## config.mk

```make
export PLATFORM = sky130hd
export DESIGN_NAME = inst_fetch_unit_flat
export DESIGN_NICKNAME = d
export VERILOG_FILES = /design/src/rtl/inst_fetch_if.sv /design/src/rtl/inst_fetch_unit.sv /design/src/flat_wrapper.sv
export SDC_FILE = /design/constraint.sdc
export NUM_CORES = 2
export LEC_CHECK = 0
export BUFFER_PORTS_ARGS = -buffer_cell sky130_fd_sc_hd__clkbuf_2
export CORE_UTILIZATION = 60
export DETAILED_ROUTE_END_ITERATION = 8
export HOLD_SLACK_MARGIN = 0.15
export PLACE_DENSITY_LB_ADDON = 0.2
export SLEW_MARGIN = 20
export SYNTH_ARGS = -nofsm -noshare
export SYNTH_HDL_FRONTEND = slang
export SYNTH_SLANG_ARGS = --single-unit
```

## constraint.sdc

```tcl
create_clock -name clk -period 8.6 [get_ports clk]
set_input_delay 0 -clock clk [delete_from_list [all_inputs] [get_ports clk]]
set_output_delay 0 -clock clk [all_outputs]
set_load 0.005 [all_outputs]
```

## src/rtl/inst_fetch_if.sv

```systemverilog
// Fetch-stage bus: instruction memory port, decode/EX redirect inputs and IF/ID outputs.
// The master modport is the fetch unit; the slave modport is the surrounding pipeline/memory.
interface inst_fetch_if;
    logic [31:0] imem_addr;
    logic [31:0] imem_data;
    logic        stall;
    logic        force_jump;
    logic [31:0] next_pc;
    logic        ex_branch_valid;
    logic [31:0] ex_branch_pc;
    logic [31:0] ex_branch_target;
    logic        ex_branch_taken;
    logic        ex_pred_taken;
    logic [31:0] if_inst;
    logic [31:0] if_pc;
    logic        if_branch_taken;
    logic        flush_id;

    modport master (
        output imem_addr, if_inst, if_pc, if_branch_taken, flush_id,
        input  imem_data, stall, force_jump, next_pc,
               ex_branch_valid, ex_branch_pc, ex_branch_target, ex_branch_taken, ex_pred_taken
    );

    modport slave (
        input  imem_addr, if_inst, if_pc, if_branch_taken, flush_id,
        output imem_data, stall, force_jump, next_pc,
               ex_branch_valid, ex_branch_pc, ex_branch_target, ex_branch_taken, ex_pred_taken
    );
endinterface

```

## src/rtl/inst_fetch_unit.sv

```systemverilog
// IF stage + IF/ID register: PC, imem read, 2-bit BHT with tagged BTB branch prediction,
// EX mispredict and decode jump redirects, decode stall.
module inst_fetch_unit #(
    parameter logic [31:0] RESET_PC = 32'h0000_0000,
    parameter int          BHT_BITS = 6,
    parameter logic [31:0] NOP_INST = 32'h0000_0000
) (
    input logic         clk,
    input logic         rst,
    inst_fetch_if.master bus
);
    localparam int ENTRIES = 1 << BHT_BITS;
    localparam int TAG_W   = 30 - BHT_BITS;

    logic [31:0] pc_q, pc_d;
    logic [31:0] if_inst_q, if_inst_d;
    logic [31:0] if_pc_q, if_pc_d;
    logic        if_bt_q, if_bt_d;

    logic [ENTRIES-1:0][1:0] bht_q;
    logic [ENTRIES-1:0]      btb_valid_q;
    logic [TAG_W-1:0]        btb_tag_q    [ENTRIES];
    logic [31:0]             btb_target_q [ENTRIES];

    logic [BHT_BITS-1:0] idx, ex_idx;
    logic [TAG_W-1:0]    tag, ex_tag;
    logic                pred, mispredict, flush;
    logic [31:0]         pred_pc, fix_pc;
    logic [1:0]          ctr, ctr_d;

    // Lookup sees the predictor state before this cycle's EX update.
    assign idx     = pc_q[BHT_BITS+1:2];
    assign tag     = pc_q[31:BHT_BITS+2];
    assign pred    = bht_q[idx][1] & btb_valid_q[idx] & (btb_tag_q[idx] == tag);
    assign pred_pc = pred ? btb_target_q[idx] : pc_q + 32'd4;

    assign mispredict = bus.ex_branch_valid & (bus.ex_branch_taken != bus.ex_pred_taken);
    assign fix_pc     = bus.ex_branch_taken ? bus.ex_branch_target : bus.ex_branch_pc + 32'd4;

    always_comb begin
        pc_d      = pred_pc;
        if_inst_d = bus.imem_data;
        if_pc_d   = pc_q;
        if_bt_d   = pred;
        flush     = 1'b0;
        if (mispredict) begin
            pc_d      = fix_pc;
            if_inst_d = NOP_INST;
            if_pc_d   = fix_pc;
            if_bt_d   = 1'b0;
            flush     = 1'b1;
        end else if (bus.stall) begin
            // A stalled jr may not have its operand yet, so force_jump waits too.
            pc_d      = pc_q;
            if_inst_d = if_inst_q;
            if_pc_d   = if_pc_q;
            if_bt_d   = if_bt_q;
        end else if (bus.force_jump) begin
            pc_d      = bus.next_pc;
            if_inst_d = NOP_INST;
            if_pc_d   = bus.next_pc;
            if_bt_d   = 1'b0;
            flush     = 1'b1;
        end
    end

    always_ff @(posedge clk or posedge rst) begin
        if (rst) begin
            pc_q      <= RESET_PC;
            if_inst_q <= NOP_INST;
            if_pc_q   <= RESET_PC;
            if_bt_q   <= 1'b0;
        end else begin
            pc_q      <= pc_d;
            if_inst_q <= if_inst_d;
            if_pc_q   <= if_pc_d;
            if_bt_q   <= if_bt_d;
        end
    end

    assign ex_idx = bus.ex_branch_pc[BHT_BITS+1:2];
    assign ex_tag = bus.ex_branch_pc[31:BHT_BITS+2];
    assign ctr    = bht_q[ex_idx];
    assign ctr_d  = bus.ex_branch_taken ? ((ctr == 2'b11) ? ctr : ctr + 2'd1)
                                        : ((ctr == 2'b00) ? ctr : ctr - 2'd1);

    always_ff @(posedge clk or posedge rst) begin
        if (rst) begin
            bht_q       <= {ENTRIES{2'b01}};
            btb_valid_q <= '0;
        end else if (bus.ex_branch_valid) begin
            bht_q[ex_idx] <= ctr_d;
            if (bus.ex_branch_taken) btb_valid_q[ex_idx] <= 1'b1;
        end
    end

    // Tag/target are only read when the valid bit is set, so they carry no reset.
    always_ff @(posedge clk) begin
        if (bus.ex_branch_valid && bus.ex_branch_taken) begin
            btb_tag_q[ex_idx]    <= ex_tag;
            btb_target_q[ex_idx] <= bus.ex_branch_target;
        end
    end

    assign bus.imem_addr       = pc_q;
    assign bus.if_inst         = if_inst_q;
    assign bus.if_pc           = if_pc_q;
    assign bus.if_branch_taken = if_bt_q;
    assign bus.flush_id        = flush;
endmodule

```

## src/flat_wrapper.sv

```systemverilog
// flat-port wrapper written by rule: the top's interface ports become plain ports
module inst_fetch_unit_flat 
#(
    parameter logic [31:0] RESET_PC = 32'h0000_0000,
    parameter int          BHT_BITS = 6,
    parameter logic [31:0] NOP_INST = 32'h0000_0000
)
  (clk, rst, bus_imem_addr, bus_if_inst, bus_if_pc, bus_if_branch_taken, bus_flush_id, bus_imem_data, bus_stall, bus_force_jump, bus_next_pc, bus_ex_branch_valid, bus_ex_branch_pc, bus_ex_branch_target, bus_ex_branch_taken, bus_ex_pred_taken);
  inst_fetch_if bus_i ();
  input logic clk;
  input logic rst;
  output wire logic [$bits(bus_i.imem_addr)-1:0] bus_imem_addr;
  output wire logic [$bits(bus_i.if_inst)-1:0] bus_if_inst;
  output wire logic [$bits(bus_i.if_pc)-1:0] bus_if_pc;
  output wire logic [$bits(bus_i.if_branch_taken)-1:0] bus_if_branch_taken;
  output wire logic [$bits(bus_i.flush_id)-1:0] bus_flush_id;
  input wire logic [$bits(bus_i.imem_data)-1:0] bus_imem_data;
  input wire logic [$bits(bus_i.stall)-1:0] bus_stall;
  input wire logic [$bits(bus_i.force_jump)-1:0] bus_force_jump;
  input wire logic [$bits(bus_i.next_pc)-1:0] bus_next_pc;
  input wire logic [$bits(bus_i.ex_branch_valid)-1:0] bus_ex_branch_valid;
  input wire logic [$bits(bus_i.ex_branch_pc)-1:0] bus_ex_branch_pc;
  input wire logic [$bits(bus_i.ex_branch_target)-1:0] bus_ex_branch_target;
  input wire logic [$bits(bus_i.ex_branch_taken)-1:0] bus_ex_branch_taken;
  input wire logic [$bits(bus_i.ex_pred_taken)-1:0] bus_ex_pred_taken;
  assign bus_imem_addr = bus_i.imem_addr;
  assign bus_if_inst = bus_i.if_inst;
  assign bus_if_pc = bus_i.if_pc;
  assign bus_if_branch_taken = bus_i.if_branch_taken;
  assign bus_flush_id = bus_i.flush_id;
  assign bus_i.imem_data = bus_imem_data;
  assign bus_i.stall = bus_stall;
  assign bus_i.force_jump = bus_force_jump;
  assign bus_i.next_pc = bus_next_pc;
  assign bus_i.ex_branch_valid = bus_ex_branch_valid;
  assign bus_i.ex_branch_pc = bus_ex_branch_pc;
  assign bus_i.ex_branch_target = bus_ex_branch_target;
  assign bus_i.ex_branch_taken = bus_ex_branch_taken;
  assign bus_i.ex_pred_taken = bus_ex_pred_taken;
  inst_fetch_unit #(.RESET_PC(RESET_PC), .BHT_BITS(BHT_BITS), .NOP_INST(NOP_INST)) u_core (.clk(clk), .rst(rst), .bus(bus_i));
endmodule
```

-- Yosys cells after proc, flatten, opt, wreduce, memory -nomap -nowiden
Memory sizes are Yosys's and may differ from the RTL's.
Cells that the tools add are included.
- memories: 2
- memory bits (writable): 3584
- register bits after elaboration: 289
- output and inout port bits: 98
- logic and storage cells: 123
- input bits: 135
- memories (name ; depth ; width ; rd ports ; clocked after Yosys merged registers in ; wr ports ; RTL line ; source):
    u_core.btb_target_q ; 64 ; 32 ; 1 ; 0 ; 1 ; inst_fetch_unit.sv:23 ; logic [31:0] btb_target_q [ENTRIES];
    u_core.btb_tag_q ; 64 ; 24 ; 1 ; 0 ; 1 ; inst_fetch_unit.sv:22 ; logic [TAG_W-1:0] btb_tag_q [ENTRIES];
- equal/unequal tests: 4
- reduce and logical (&&, ||, !) cells: 4
- add/sub/neg operators: 4
- order comparisons: 3
- muxes and demuxes: 33
- bitwise logic cells: 4
- operators with widths (kind ; count):
    2-to-1 mux 32 bit ; 11
    bitwise mux 128 bit ; 1
    adder 32 x 3 -> 32 bit (second input constant) ; 2
    bitwise OR 64 bit ; 1
    binary-select mux 2 bit (select 6 bit) ; 2
    equality test 24 bit ; 1
    less-than comparator 6 x 7 -> 1 bit (second input constant) ; 2
    demux 2 bit (select 6 bit) ; 1
    2-to-1 mux 2 bit ; 6
    2-to-1 mux 1 bit ; 10
    binary-select mux 1 bit (select 6 bit) ; 1
    demux 1 bit (select 6 bit) ; 1
    >= comparator 6 x 1 -> 1 bit (second input constant) ; 1
    AND 1 bit ; 3
    adder 2 x 1 -> 2 bit (second input constant) ; 1
    equality test 2 bit (second input constant) ; 1
    logical AND 1 bit ; 2
    zero test 2 bit ; 1
    inequality test 2 x 1 -> 1 bit (second input constant) ; 1
    AND reduction 2 bit ; 1
    subtractor 2 x 1 -> 2 bit (second input constant) ; 1
    inequality test 1 bit ; 1

-- Depth between registers and ports, before layout
- depth in word-level cells: 8
- gate-level depth with buffers: 19
- mapped depth without buffers: 11

-- Least setup slack after synthesis
No wires, ideal clock.
- kind: in2reg
- from: in bus_ex_branch_pc[4]
- to: mem u_core.btb_tag_q[12][0] (netlist bit) (enable)
- arrival time: 3932 ps
- setup time: 471 ps
- required time: 8129 ps
- buffers on the path: 3
- cell stages on the path: 6
- setup slack: 4197 ps
- cell sequence: clkbuf_1 nor3b_1 clkbuf_1 nand2_1 clkbuf_1 nor2_1
- RTL lines (element ; RTL line ; source):
    start: declaration ; flat_wrapper.sv:22 ; input wire logic [$bits(bus_i.ex_branch_pc)-1:0] bus_ex_branch_pc;
    end: declaration ; inst_fetch_unit.sv:22 ;
No word-level cell before the write port.

-- Worst setup path in the final report
- from: reg u_core.pc_q[2] (netlist: u_core.bus.imem_addr[2])
- to: reg u_core.pc_q[26] (netlist: u_core.bus.imem_addr[26])
- cells in the longest elaborated chain, start to end: 8
- elaborated cells on any way between the ends: 14
- classes of those cells: add/sub (1); eq/ne (1); mux (8); bitwise (2); memory (2)
- RTL lines (element ; RTL line ; source):
    start: declaration ; inst_fetch_unit.sv:15 ; logic [31:0] pc_q, pc_d;
    start signal: assignment ; inst_fetch_unit.sv:74 ; pc_q <= pc_d;
    branches (longest 4 deep; another with memory (64 x 24 bit)) ; -- ;
    2-to-1 mux 32 bit * ; inst_fetch_unit.sv:35 ; assign pred_pc = pred ? btb_target_q[idx] : pc_q + 32'd4;
    2-to-1 mux 32 bit * ; inst_fetch_unit.sv:58 ; end else if (bus.force_jump) begin
    2-to-1 mux 32 bit * ; inst_fetch_unit.sv:52 ; end else if (bus.stall) begin
    2-to-1 mux 32 bit * ; inst_fetch_unit.sv:46 ; if (mispredict) begin
Mark *: on every way between the ends. The select of a mux whose other input is x is not followed.
A chain may end at the register's enable or synchronous reset.

==> qor.csv <==
metric;value;unit
status;complete, but fails checks;
failing checks;design-rule violations;
Setup Skew;0.07743;ns
First DRT Iteration DRCs;16630;
CP Max Fanout;55;
Filler cells;15130;
CTS Buffer Depth;4;
max cap viols;0;
Cell Area, Synth;0.1515;sq mm
Sink Count;3873;
FF-to-FF path depth;11;
Via Count;84600;
drc violations;1;
crit path to;u_core.bus.imem_addr[26];
register area share after synthesis;0.7586;
core area;0.2512;sq mm
initial antenna violation count;25;
GR Util met1;0.5129;
Syn Nets;7257;
fin crit share;0.7259;
hpwl dp;259100;um
min-delay worst type;in2reg;
Post-layout nets;7971;
Num CTS Buffers;394;
root buffer cell;clkbuf_16;
Routed Antenna Nets;0;
Netlist cell types;86;
CP required;9.50;ns
CP Class;reg2reg;
router iterations before antenna repair;9;
busiest grt layer;met2;
crit path from;u_core.bus.imem_addr[2];
crit path launch type;flip-flop;
CTS tree;built;
critical path cell sequence;buf_4 > inv_1 > nand2_1 > a21oi_1 > nor3_1 > mux2i_1 > a2111oi_0 > nand3_1 > nand4bb_2 > or3b_1 > o311ai_1;
Cells after Synth;7120;
drt wl/cell;41.90;um
vias in the first global route;81950;
boundary pin count;233;
final core utilization;0.6860;
WL final;481900;um
Reg2Reg Capture Point;u_core.bus.imem_addr[26];
GRT Resource Usage Total;0.3800;
pin count of the biggest net entering global routing;141;
Congestion Overflow GR;0;
LEAKAGE;56.02;nW
Levels on crit path;11;
Synth Flop Type;edfxtp_1;
Post-synth EDFFs;3584;
syn_area_per_cell;21.28;sq um
PwrDens;260.0;mW/mm^2
Post-Place Cells;10560;
number of setup violations in the final report;0;
Placement Rows;184;
CP max stage delay;1.02;ns
share of layout cells above drive strength 1;0.2968;
RSZ-0062 raised after global routing;no;
Pins Over Slew Limit;0;
initial core utilization;0.6033;
Buf/Inv on CP;2;
Die Area;0.2545;sq mm
synthesis-to-layout area growth;13.71;%
RD Place Congestion;0.9661;
Slew Limit Headroom;0.1295;
Vias per Instance;7.356;
Ys Warns;0;
Skew-Pair Late Insertion Delay;1.00;ns
fin cells;11500;
CP Capture Type;flip-flop;
final hold slack;0.1907;ns
met3 GRT Util;0.1084;
Buffers on Ports;232;
FMAX;160.2;MHz
Die H;504.5;um
peak supply drop;0.2492;mV
Final min period;6.243;ns
slowest stage cell, crit path;dfrtp_4;
Reg2Reg Setup Slack;2.36;ns
Die X;504.5;um
total setup buffers inserted after CTS;0;
met2 Use GR;0.5595;
Least-Margin Pin Slew;1.303;ns
WP data arrival;7.14;ns
TNS Setup;0;ns
fraction of registers with async set/reset;0.07462;
CTS clk-pin slew, worst paths;0.06;ns
H-tree Lvls;5;
worst r2r src;u_core.bus.imem_addr[2];
final hold vios;0;
first-pass GRT wire length;658300;um
delay-heaviest family, CP;simple AND/OR/NAND/NOR gates;
FF+latch count, synth;3873;
==> synthesized netlist by cell type, drive strengths merged (22+ instances only) <==
cell type	count	area share
a22o	50	0.0029
nand3	81	0.0027
nand4	28	0.0013
edfxtp	3584	0.71
dfstp	64	0.011
a221oi	34	0.0020
mux4	1009	0.15
mux2	103	0.0077
mux2i	130	0.0086
xnor2	39	0.0023
clkbuf	205	0.0051
o22ai	24	0.00099
dfrtp	225	0.037
buf	220	0.0091
or2	73	0.0030
a211oi	28	0.0014
nor3	22	0.00080
o21ai	122	0.0040
xor2	35	0.0020
a22oi	103	0.0051
nor2	256	0.0064
o211ai	31	0.0015
nand2	229	0.0057
a31oi	24	0.00099
o221ai	28	0.0016
a21oi	149	0.0049
==> cells by family after synthesis <==
family	share of synthesized area
flip-flops	0.7586
multiplexers	0.1662
AND/OR/NAND/NOR	0.02558
AO/OA/AOI/OAI	0.03068
buffers and inverters	0.01439
XOR/XNOR	0.004277
adder cells (fa/ha/maj)	0.0002973
==> sequential cells by signal, indices dropped and copies added (netlist names) <==
register and cells:
u_core.bht_q 128, u_core.btb_target_q 2048, u_core.bus.imem_addr 32, u_core.btb_tag_q 1536, u_core.btb_valid_q 64, u_core.bus.if_pc 32
u_core.bus.if_branch_taken 1, u_core.bus.if_inst 32
==> tightest hold or removal path: stages <==
cell and delay (ns):
dlygate4sd3_1 0.53, clkbuf_2 0.10, buf_4 0.29
==> layer usage <==
metal | share of wire | wire [um]
met4 | 0.072 | 34530
met2 | 0.45 | 216300
met1 | 0.33 | 159400
met5 | 0.00012 | 59
met3 | 0.15 | 71630
==> report_power, final <==
| group | total, mW | internal, mW | switching [mW] |
|---|---|---|---|
| logic | 7.20 | 3.09 | 4.12 |
| clock network | 16.3 | 9.24 | 7.08 |
| registers | 21.3 | 20.9 | 0.399 |
| total | 44.8 | 33.2 | 11.6 |
==> cells in the final DEF (no fill, tap or decap), types with 28 or more instances in the layout <==
| cell type | netlist | routed |
|---|---|---|
| a22oi_1 | 102 | 102 |
| clkinv_1 | 1 | 84 |
| nand2_1 | 229 | 227 |
| mux4_2 | 1009 | 1009 |
| xor2_1 | 35 | 35 |
| o221ai_1 | 28 | 28 |
| nor2_4 | 0 | 66 |
| a221oi_1 | 33 | 33 |
| a22o_1 | 50 | 50 |
| clkinv_2 | 0 | 79 |
| dlygate4sd3_1 | 0 | 218 |
| mux2i_1 | 130 | 130 |
| o211ai_1 | 31 | 31 |
| or2_2 | 73 | 73 |
| edfxtp_1 | 3584 | 3584 |
| a21oi_1 | 149 | 149 |
| clkbuf_16 | 0 | 399 |
| mux2_2 | 103 | 103 |
| o21ai_0 | 120 | 120 |
| clkbuf_1 | 205 | 83 |
| buf_12 | 0 | 30 |
| dfstp_2 | 64 | 64 |
| nor2_1 | 255 | 189 |
| clkbuf_2 | 0 | 229 |
| nand3_1 | 81 | 81 |
| dfrtp_1 | 225 | 219 |
| xnor2_1 | 39 | 39 |
| buf_4 | 34 | 257 |
==> final cells by class <==
cell class                 count  area (sq um)  share of cell area
clock buffer                 498         10520             0.06104
antenna                       13         32.53           0.0001888
tap                         3348          4189             0.02431
inverter                      10         57.56           0.0003341
clock inverter               203          1530            0.008881
sequential                  3873        115000              0.6672
timing repair buffer         743          6022             0.03495
multi-input combinational   2812         34990              0.2031
==> metrics by stage <==
stage	worst slack (ns)	cell area [sq um]	power [mW]
after floorplan	0.7286	151500	26.05
after CTS	2.417	172100	44.65
final	2.357	172300	44.79
after global placement	2.437	157700	28.50
after global routing	2.095	172300	45.71
after detailed placement	2.463	157900	28.57
==> timing repair <==
item,in CTS,in global routing
gates resized for setup,0,0
hold endpoints to repair,4009,0
hold buffers,218,0
==> worst min-delay path by stage <==
stage,from,endpoint,slack (ns),cells past startpoint
after floorplan,bus_ex_branch_pc[8],u_core.btb_tag_q[0][0],0.1,0
after global placement,bus_imem_data[5],u_core.bus.if_inst[5],0.22,2
after detailed placement,bus_imem_data[27],u_core.bus.if_inst[27],0.22,2
after CTS,bus_ex_branch_target[21],u_core.btb_target_q[63][21],0.15,3
after global routing,bus_ex_branch_target[4],u_core.btb_target_q[40][4],0.19,2
final,bus_ex_branch_target[17],u_core.btb_target_q[10][17],0.19,3
No activity file was read; power rests on OpenSTA's default activity.
